<file path="src/rtl/traffic_cmd_gen_if.sv">
// traffic_cmd_gen_if: raw push-button inputs and clean command outputs of
// the traffic-light command generator, bundled for port connection.
interface traffic_cmd_gen_if;
    logic       btn_start;
    logic       btn_pause;
    logic       btn_stopa;
    logic       btn_stopb;
    logic       btn_clear;
    logic       start;
    logic       pause;
    logic       stopa;
    logic       stopb;
    logic [1:0] mode;

    modport master (
        output btn_start, btn_pause, btn_stopa, btn_stopb, btn_clear,
        input  start, pause, stopa, stopb, mode
    );

    modport slave (
        input  btn_start, btn_pause, btn_stopa, btn_stopb, btn_clear,
        output start, pause, stopa, stopb, mode
    );
endinterface

</file>
<file path="src/rtl/traffic_cmd_gen.sv">
// traffic_cmd_gen: synchronises and debounces five push-buttons and runs the
// IDLE/RUN/PAUSED/STOPPED command FSM for the traffic-light controller.
// Optional feature: define CMD_AUTO_RESUME_EN to make a clear return to the
// state that was active before STOPPED (RUN or PAUSED) instead of always RUN.
module traffic_cmd_gen #(
    parameter int unsigned DEBOUNCE_CYCLES = 1_000_000
) (
    input logic              clk,
    input logic              rst,
    traffic_cmd_gen_if.slave bus
);
    localparam int unsigned       CNT_W   = $clog2(DEBOUNCE_CYCLES);
    localparam logic [CNT_W-1:0]  CNT_MAX = CNT_W'(DEBOUNCE_CYCLES - 1);

    typedef enum logic [1:0] {
        IDLE    = 2'd0,
        RUN     = 2'd1,
        PAUSED  = 2'd2,
        STOPPED = 2'd3
    } state_t;

    // Lane order: 0 start, 1 pause, 2 stopa, 3 stopb, 4 clear.
    logic [4:0]       raw;
    logic [4:0]       sync1, sync2, db, db_q, ev;
    logic [CNT_W-1:0] cnt [5];

    assign raw = {bus.btn_clear, bus.btn_stopb, bus.btn_stopa,
                  bus.btn_pause, bus.btn_start};

    // Synchronise, debounce and edge-detect every button lane.
    always_ff @(posedge clk) begin
        if (rst) begin
            sync1 <= '0;
            sync2 <= '0;
            db    <= '0;
            db_q  <= '0;
            ev    <= '0;
            for (int unsigned i = 0; i < 5; i++) cnt[i] <= '0;
        end else begin
            sync1 <= raw;
            sync2 <= sync1;
            db_q  <= db;
            ev    <= db & ~db_q;
            for (int unsigned i = 0; i < 5; i++) begin
                if (sync2[i] != db[i]) begin
                    if (cnt[i] == CNT_MAX) begin
                        db[i]  <= sync2[i];
                        cnt[i] <= '0;
                    end else begin
                        cnt[i] <= cnt[i] + CNT_W'(1);
                    end
                end else begin
                    cnt[i] <= '0;
                end
            end
        end
    end

    state_t state, state_nx;
    logic   start_q, start_nx;
    logic   pause_q, pause_nx;
    logic   stopa_q, stopa_nx;
    logic   stopb_q, stopb_nx;
`ifdef CMD_AUTO_RESUME_EN
    state_t resume, resume_nx;
`endif

    // FSM state and registered command outputs.
    always_ff @(posedge clk) begin
        if (rst) begin
            state   <= IDLE;
            start_q <= 1'b0;
            pause_q <= 1'b0;
            stopa_q <= 1'b0;
            stopb_q <= 1'b0;
`ifdef CMD_AUTO_RESUME_EN
            resume  <= RUN;
`endif
        end else begin
            state   <= state_nx;
            start_q <= start_nx;
            pause_q <= pause_nx;
            stopa_q <= stopa_nx;
            stopb_q <= stopb_nx;
`ifdef CMD_AUTO_RESUME_EN
            resume  <= resume_nx;
`endif
        end
    end

    // Next state with priority stop > clear > pause > start; lower-priority
    // events in the same cycle are simply dropped.
    always_comb begin
        state_nx = state;
        start_nx = 1'b0;
        stopa_nx = stopa_q;
        stopb_nx = stopb_q;
`ifdef CMD_AUTO_RESUME_EN
        resume_nx = resume;
`endif
        if (ev[2] || ev[3]) begin
            state_nx = STOPPED;
            stopa_nx = stopa_q | ev[2];
            stopb_nx = stopb_q | ev[3];
`ifdef CMD_AUTO_RESUME_EN
            if (state != STOPPED) resume_nx = (state == PAUSED) ? PAUSED : RUN;
`endif
        end else begin
            unique case (state)
                IDLE: begin
                    if (ev[0]) begin
                        state_nx = RUN;
                        start_nx = 1'b1;
                    end
                end
                RUN:    if (ev[1]) state_nx = PAUSED;
                PAUSED: if (ev[1]) state_nx = RUN;
                STOPPED: begin
                    if (ev[4]) begin
`ifdef CMD_AUTO_RESUME_EN
                        state_nx = resume;
`else
                        state_nx = RUN;
`endif
                        stopa_nx = 1'b0;
                        stopb_nx = 1'b0;
                    end
                end
                default: state_nx = IDLE;
            endcase
        end
        pause_nx = (state_nx == PAUSED);
    end

    assign bus.start = start_q;
    assign bus.pause = pause_q;
    assign bus.stopa = stopa_q;
    assign bus.stopb = stopb_q;
    assign bus.mode  = state;
endmodule
</file>
<file path="src/flat_wrapper.sv">
// flat-port wrapper written by rule: the top's interface ports become plain ports
module traffic_cmd_gen_flat 
#(
    parameter int unsigned DEBOUNCE_CYCLES = 1_000_000
)
  (clk, rst, bus_btn_start, bus_btn_pause, bus_btn_stopa, bus_btn_stopb, bus_btn_clear, bus_start, bus_pause, bus_stopa, bus_stopb, bus_mode);
  traffic_cmd_gen_if bus_i ();
  input logic clk;
  input logic rst;
  input wire logic [$bits(bus_i.btn_start)-1:0] bus_btn_start;
  input wire logic [$bits(bus_i.btn_pause)-1:0] bus_btn_pause;
  input wire logic [$bits(bus_i.btn_stopa)-1:0] bus_btn_stopa;
  input wire logic [$bits(bus_i.btn_stopb)-1:0] bus_btn_stopb;
  input wire logic [$bits(bus_i.btn_clear)-1:0] bus_btn_clear;
  output wire logic [$bits(bus_i.start)-1:0] bus_start;
  output wire logic [$bits(bus_i.pause)-1:0] bus_pause;
  output wire logic [$bits(bus_i.stopa)-1:0] bus_stopa;
  output wire logic [$bits(bus_i.stopb)-1:0] bus_stopb;
  output wire logic [$bits(bus_i.mode)-1:0] bus_mode;
  assign bus_i.btn_start = bus_btn_start;
  assign bus_i.btn_pause = bus_btn_pause;
  assign bus_i.btn_stopa = bus_btn_stopa;
  assign bus_i.btn_stopb = bus_btn_stopb;
  assign bus_i.btn_clear = bus_btn_clear;
  assign bus_start = bus_i.start;
  assign bus_pause = bus_i.pause;
  assign bus_stopa = bus_i.stopa;
  assign bus_stopb = bus_i.stopb;
  assign bus_mode = bus_i.mode;
  traffic_cmd_gen #(.DEBOUNCE_CYCLES(DEBOUNCE_CYCLES)) u_core (.clk(clk), .rst(rst), .bus(bus_i));
endmodule
</file>
<file path="config.mk">
export PLATFORM = sky130hd
export DESIGN_NAME = traffic_cmd_gen_flat
export DESIGN_NICKNAME = d
export VERILOG_FILES = /design/src/rtl/traffic_cmd_gen_if.sv /design/src/rtl/traffic_cmd_gen.sv /design/src/flat_wrapper.sv
export SDC_FILE = /design/constraint.sdc
export NUM_CORES = 1
export LEC_CHECK = 0
export CAP_MARGIN = 25
export CORE_MARGIN = 2
export CORE_UTILIZATION = 29
export DETAILED_ROUTE_END_ITERATION = 7
export SLEW_MARGIN = 20
export SYNTH_ARGS = -nofsm -noshare
export SYNTH_HDL_FRONTEND = slang
export SYNTH_SLANG_ARGS = --single-unit
</file>
<file path="constraint.sdc">
create_clock -name clk -period 3 [get_ports clk]
set_input_delay 0.6 -clock clk [delete_from_list [all_inputs] [get_ports clk]]
set_output_delay 0.6 -clock clk [all_outputs]
set_load 0.005 [all_outputs]
</file>
==> metrics.txt, run 1 <==
pre-CTS setup slack=~680 ps; Arrival @ worst endpoint=1390 ps; WP data required=between 2000 and 2500 ps; sequential area share after synthesis=0.557; Worst Tran Pin Value=about 530 ps; Die ar.=roughly 0.024 mm^2; clock latency on the worst-skew pair=410 ps; minimum clock period=about 2000 ps; Synth Register Bits=approximately 130; Antenna Violating Nets Remaining=0; Clock Path Buffers=2; Post-Route WL=approximately 11000 um; Final Util=0.359; Buf/Inv on CP=1; largest net degree at the start of global routing=21; number of port buffers=12; Post-Syn Area=0.00650 mm^2; P&R area growth vs syn=20.9%; Slowest-stage cell, CP=clkdlybuf4s50_1; site row count=between 50 and 60; # hold bufs at CTS=0; antenna violations before repair=0; Post-CTS Setup Bufs=0; TritonCTS Sinks=around 130; Worst setup EP type=primary output; Nets=about 740; met3 GRT Util=0.0316; outcome=finished, final reports clean; core area=0.0219 mm^2; Routed WL per cell=11.1 um; total CTS buffers=17; pwr dens=between 500 and 600 mW/mm^2; Primary FF master, synth=edfxtp_1; 1st-iter DRT viols=between 200 and 250; worst hold path class=reg2reg; Fin Clk Skew=approximately 9 ps; CP top delay family=buffers and inverters; startpoint types=register; Leak Pwr=roughly 0.0027 uW; PostCTS Resize Cnt=0; Die X=roughly 150 um; worst-path maximum fanout=7; average cell area after synthesis=between 10 and 15 um^2; GP Congestion=between 0.7 and 0.8; Setup Total Neg Slack=0 ps; worst hold stages=1; first-pass GRT wire length=~20000 um; All-Layer GR Usage=0.104; # setup viols final=0; H-tree levels=4; period utilization=0.663; Max rail drop VDD=roughly 0.00038 V; number of synthesized flops with an enable pin=100; yosys warns=0; WP depth=1; Pins Over Slew Limit=0; IO Pins=13; CTS tree=yes; met1 global-route usage=0.139; vias in the first global route=between 4000 and 5000; max capacitance violation total=0; drt via density=4.50; met2 Resource Use GR=0.160; Fin Hold WS=380 ps; critical path's largest stage delay=about 550 ps; Inst Count DP=a little under 1000; grt total ovfl=0; final hold vios=0; library cells used by synthesis=42; Final HPWL DP=between 7000 and 8000 um; Clk pin slew, worst setup/hold paths=approximately 50 ps; die height=154 um; CP Cell Sequence=clkdlybuf4s50_1; Slew Limit Headroom=0.647; fmax=just over 0.5 GHz; root buffer selected by CTS=clkbuf_16; Remaining DRCs=0; unrepaired setup endpoints after global routing=no; n_diodes=0; Mapped Cells=615; via count=4616; Cell Count, Final, Fillers Out=between 1000 and 1500; crit path setup slack, layout=1010 ps; most used routing layer=met2; starting density of the core=0.297; ys async rst share=0; layout cells sized above 1=0.0591; WS Path Type=reg2out; TritonRoute pass-1 iters=4; worst reg2reg path depth=4
cell usage after synthesis, drive strengths merged (7+ instances only):
cell type / count / area (um^2)
clkbuf: 9 / 33.8
dfxtp: 31 / 621
and2: 7 / 43.8
nand3: 30 / 160
nand4: 30 / 200
xnor2: 30 / 263
or4: 14 / 105
nand2: 33 / 124
and3: 12 / 75.1
edfxtp: 100 / 3000
o21ai: 23 / 115
a21oi: 33 / 165
nor2: 84 / 315
nor2b: 22 / 138
nor4: 9 / 56.3
nor4b: 8 / 70.1
and4: 10 / 88.8
nor3: 8 / 40.0
or3: 20 / 125
inv: 15 / 56.3
xor2: 37 / 324
o31ai: 13 / 97.6
buf: 12 / 58.8
path summary, 6_finish.rpt:
| path | from | to | slack (ps) |
|---|---|---|---|
| setup / recovery | u_core.bus.mode[0] | bus_mode[0] | 1010 |
| hold / removal | u_core.db_q[1] | u_core.ev[1] | 380 |
| setup reg to reg | u_core.cnt[4][6] | u_core.cnt[4][19] | 1020 |
| hold reg to reg | u_core.db_q[1] | u_core.ev[1] | 380 |
through the flow:
stage / total power [uW] / cell area (um^2)
CTS: 4170 / 7860
finish: 4120 / 7860
floorplan: 2210 / 6880
global placement: 2260 / 7310
global route: 4290 / 7860
detailed placement: 2260 / 7310
flip-flops by register name, summed over array words and instances (netlist names):
| signal | flops |
|---|---|
| u_core.db | 5 |
| u_core.sync1 | 5 |
| u_core.bus.pause | 1 |
| u_core.db_q | 5 |
| u_core.cnt | 100 |
| u_core.bus.start | 1 |
| u_core.bus.stopa | 1 |
| u_core.ev | 5 |
| u_core.bus.stopb | 1 |
| u_core.sync2 | 5 |
| u_core.bus.mode | 2 |
cell usage in the layout, fill, tap and decap left out, types with 3 or more instances in the layout:
master / synthesis / layout
xnor2_1: 30 / 30
buf_4: 0 / 8
and2_1: 7 / 7
clkbuf_16: 0 / 18
nor2_1: 84 / 84
clkinv_2: 0 / 4
or4b_1: 3 / 3
nand4_1: 28 / 28
inv_1: 15 / 15
nand3_1: 28 / 28
o21ai_0: 21 / 18
dfxtp_1: 31 / 31
nor4b_1: 8 / 8
clkbuf_8: 0 / 3
and4_1: 9 / 9
or4_1: 14 / 14
o31ai_1: 13 / 13
xor2_1: 37 / 37
a21oi_1: 33 / 33
and3_1: 12 / 12
inv_4: 0 / 3
ha_1: 5 / 5
edfxtp_1: 100 / 100
nor2b_1: 22 / 22
conb_1: 1 / 100
nor3_1: 8 / 8
clkdlybuf4s50_1: 0 / 12
nand2_1: 33 / 33
o21ai_1: 2 / 5
nor4_1: 9 / 9
or3_1: 20 / 20
nor3b_1: 3 / 3
per-layer routing:
metal,share of wire,routed length (um)
met1,0.52,5900
met4,0.013,150
met3,0.025,284
met2,0.44,5020
met5,0,0
worst reg2reg max path: stages, from the launching register on:
cell and delay [ps]:
edfxtp_1 440, nand2_1 120, or4_1 690, or4_1 450
a21oi_1 150
kinds of logic after synthesis:
| logic type | Yosys count | share of synthesized area |
|---|---|---|
| flops | 131 | 0.557 |
| compound gates | 76 | 0.0666 |
| simple gates | 299 | 0.253 |
| xor+xnor | 67 | 0.0902 |
| buf+inv | 36 | 0.0229 |
| other cells | 1 | 0.000576 |
| fa+ha+maj | 5 | 0.00962 |
power breakdown:
group          switching, uW  internal [uW]  total (uW)
Clock                    730           1160        1890
Combinational           81.1           59.7         141
Sequential              66.3           2020        2080
Total                    878           3240        4120
area by class of cell:
cell class | instances | area [um^2]
Clock buffer | 23 | 499
Clock inverter | 9 | 50.0
Fill cell | 2244 | 14000
Inverter | 15 | 56.3
Multi-Input combinational cell | 547 | 3100
Sequential cell | 131 | 3620
Tap cell | 280 | 350
Timing Repair Buffer | 20 | 180
No activity file was read; power rests on OpenSTA's default activity.
==> run 2, diff against run 1 <==
Clock period 3 ns to 1.6 ns, I/O delays scaled along.
==> run 2 against run 1 <==
Compared with the run above: the run now ends with setup timing left; non-clock buffer count rose by 148; clock skew down 1.2 ps; die area unchanged; worst setup slack lost 1200 ps; design area up 21%; critical path depth up 4; largest power group is now clock.
==> metrics.txt, run 2 (synthesized netlist as in run 1, its figures left out) <==
outcome=complete, but fails checks; violated checks=setup timing; GP Congestion=0.815 (+9.9%); H-tree levels=4 (unchanged); site row count=54 (unchanged); CP Cell Sequence=buf_4 -> nand4_1 -> or3_4 -> or4_4 -> a21oi_2; Slowest-stage cell, CP=or4_4; max reg flops=100 (unchanged); Arrival @ worst endpoint=2070 ps (+680 ps); Top reg by flops=u_core.cnt; Final Util=0.433 (+0.0740); WP data required=1870 ps (-530 ps); TritonCTS Sinks=131 (unchanged); P_int=6680 uW (+110%); 1st-iter DRT viols=245 (+10%); total CTS buffers=17 (unchanged); startpoint types=register; Leak Pwr=0.00361 uW (+35%); P&R area growth vs syn=45.8%; Remaining DRCs=0 (unchanged); clock latency on the worst-skew pair=410 ps (about the same); die height=154 um (unchanged); first-pass GRT wire length=23100 um (+14%); crit path setup slack, layout=-198 ps (-1210 ps); pwr dens=895 mW/mm^2 (+71%); final hold vios=0 (unchanged); grt total ovfl=0 (unchanged); most common cell after layout, fill and taps aside=buf_4; Combinational Power Share=0.060 (+0.026); sw power=1810 uW (+110%); Clock Path Buffers=2 (unchanged); via count=5168 (+12%); drt via density=4.41 (-2.2%); Die X=154 um (unchanged); fill cell count=2103 (-6.3%); worst-path maximum fanout=4 (-3); root buffer selected by CTS=clkbuf_16; # setup viols final=103 (+103); max capacitance violation total=0 (unchanged); IO Pins=13 (unchanged); n_diodes=0 (unchanged); period utilization=1.12; Clk pin slew, worst setup/hold paths=60 ps (about the same); Sw Ratio=0.213 (-0.000412); All-Layer GR Usage=0.117 (+0.0132); Nets=892 (+20%); Clk pwr share=0.485 (+0.025); Post-Route WL=13100 um (+15%); fmax=roughly 0.56 GHz; Routed WL per cell=11.2 um (+0.59%); minimum clock period=1800 ps; WS Path Type=reg2reg; worst hold path class=reg2reg; most frequent cells in the layout=143 x buf_4, 100 x edfxtp_1, 100 x conb_1; largest net degree at the start of global routing=21 (unchanged); Pins Over Slew Limit=0 (unchanged); number of port buffers=12 (unchanged); layout cells sized above 1=0.291 (+0.232); Buf/Inv on CP=1 (unchanged); core area=0.0219 mm^2 (unchanged); Antenna Violating Nets Remaining=0 (unchanged); Fin Clk Skew=7.70 ps (-1.19 ps); Die ar.=0.0236 mm^2 (unchanged); CTS tree=yes; Worst setup EP type=register; CP top delay family=simple AND/OR/NAND/NOR gates; antenna violations before repair=0 (unchanged); TritonRoute pass-1 iters=4 (unchanged); sequential power share=0.455 (-0.051); critical path's largest stage delay=490 ps (-60 ps); Max rail drop VDD=0.000546 V (+45%); Final HPWL DP=9350 um (+17%); # hold bufs at CTS=0 (unchanged); unrepaired setup endpoints after global routing=yes; starting density of the core=0.297 (unchanged); vias in the first global route=5110 (+15%); Fin Hold WS=380 ps (-0.669 ps)
[run 2: through the flow]
| step | instances | setup WS, ps | TNS, ps | power [uW] | cell area, um^2 |
|---|---|---|---|---|---|
| 5_1_grt | 1173 | -255 | -16870 | 8800 | 9480 |
| 4_1_cts | 1172 | -181 | -7850 | 8550 | 9340 |
| 6_report | 1173 | -198 | -7100 | 8490 | 9480 |
| 3_5_place_dp | 1133 | -198 | -9110 | 4400 | 8530 |
| 2_1_floorplan | 714 | -195 | -2640 | 4160 | 7030 |
| 3_3_place_gp | 1133 | -184 | -7870 | 4400 | 8530 |
[run 2: final timing paths]
path / from / to / slack (ps) / depth (start not counted)
worst max register to register: u_core.cnt[4][6] / u_core.cnt[4][18] / -200 / 5
worst min register to register: u_core.db_q[3] / u_core.ev[3] / 380 / 1
worst min-delay path: u_core.db_q[3] / u_core.ev[3] / 380 / 1
worst max-delay path: u_core.cnt[4][6] / u_core.cnt[4][18] / -200 / 5
[run 2: cell type report]
cell class | count | area, um^2 | share of cell area
Clock buffer | 24 | 567 | 0.0598
Clock inverter | 8 | 77.6 | 0.00818
Inverter | 15 | 56.3 | 0.00594
Multi-Input combinational cell | 547 | 3410 | 0.360
Sequential cell | 131 | 3630 | 0.383
Tap cell | 280 | 350 | 0.0369
Timing Repair Buffer | 168 | 1390 | 0.147
[run 2: repair_timing]
item | in CTS | in global routing
endpoints found under the setup margin | 105 | 106
buffers inserted | 7 | 2
resized for setup | 31 | 35
pin swaps | 28 | 16
cloned | 0 | 0
[run 2: layer usage]
layer,global-route usage,vias to the layer above,wire (um),share of wire
met1,0.155,2412,6370,0.49
met3,0.0234,17,261,0.020
met4,0.0424,0,217,0.017
met5,0,-,0,0
li1,-,2705,-,-
met2,0.192,34,6240,0.48
[run 2: power by group through the flow]
stage               combinational, uW  sequential, uW  clock, uW
detailed placement                474            3930          0
global route                      573            3880       4340
floorplan                         218            3940          0
finish                            511            3860       4110
global placement                  470            3930          0
CTS                               496            3860       4200
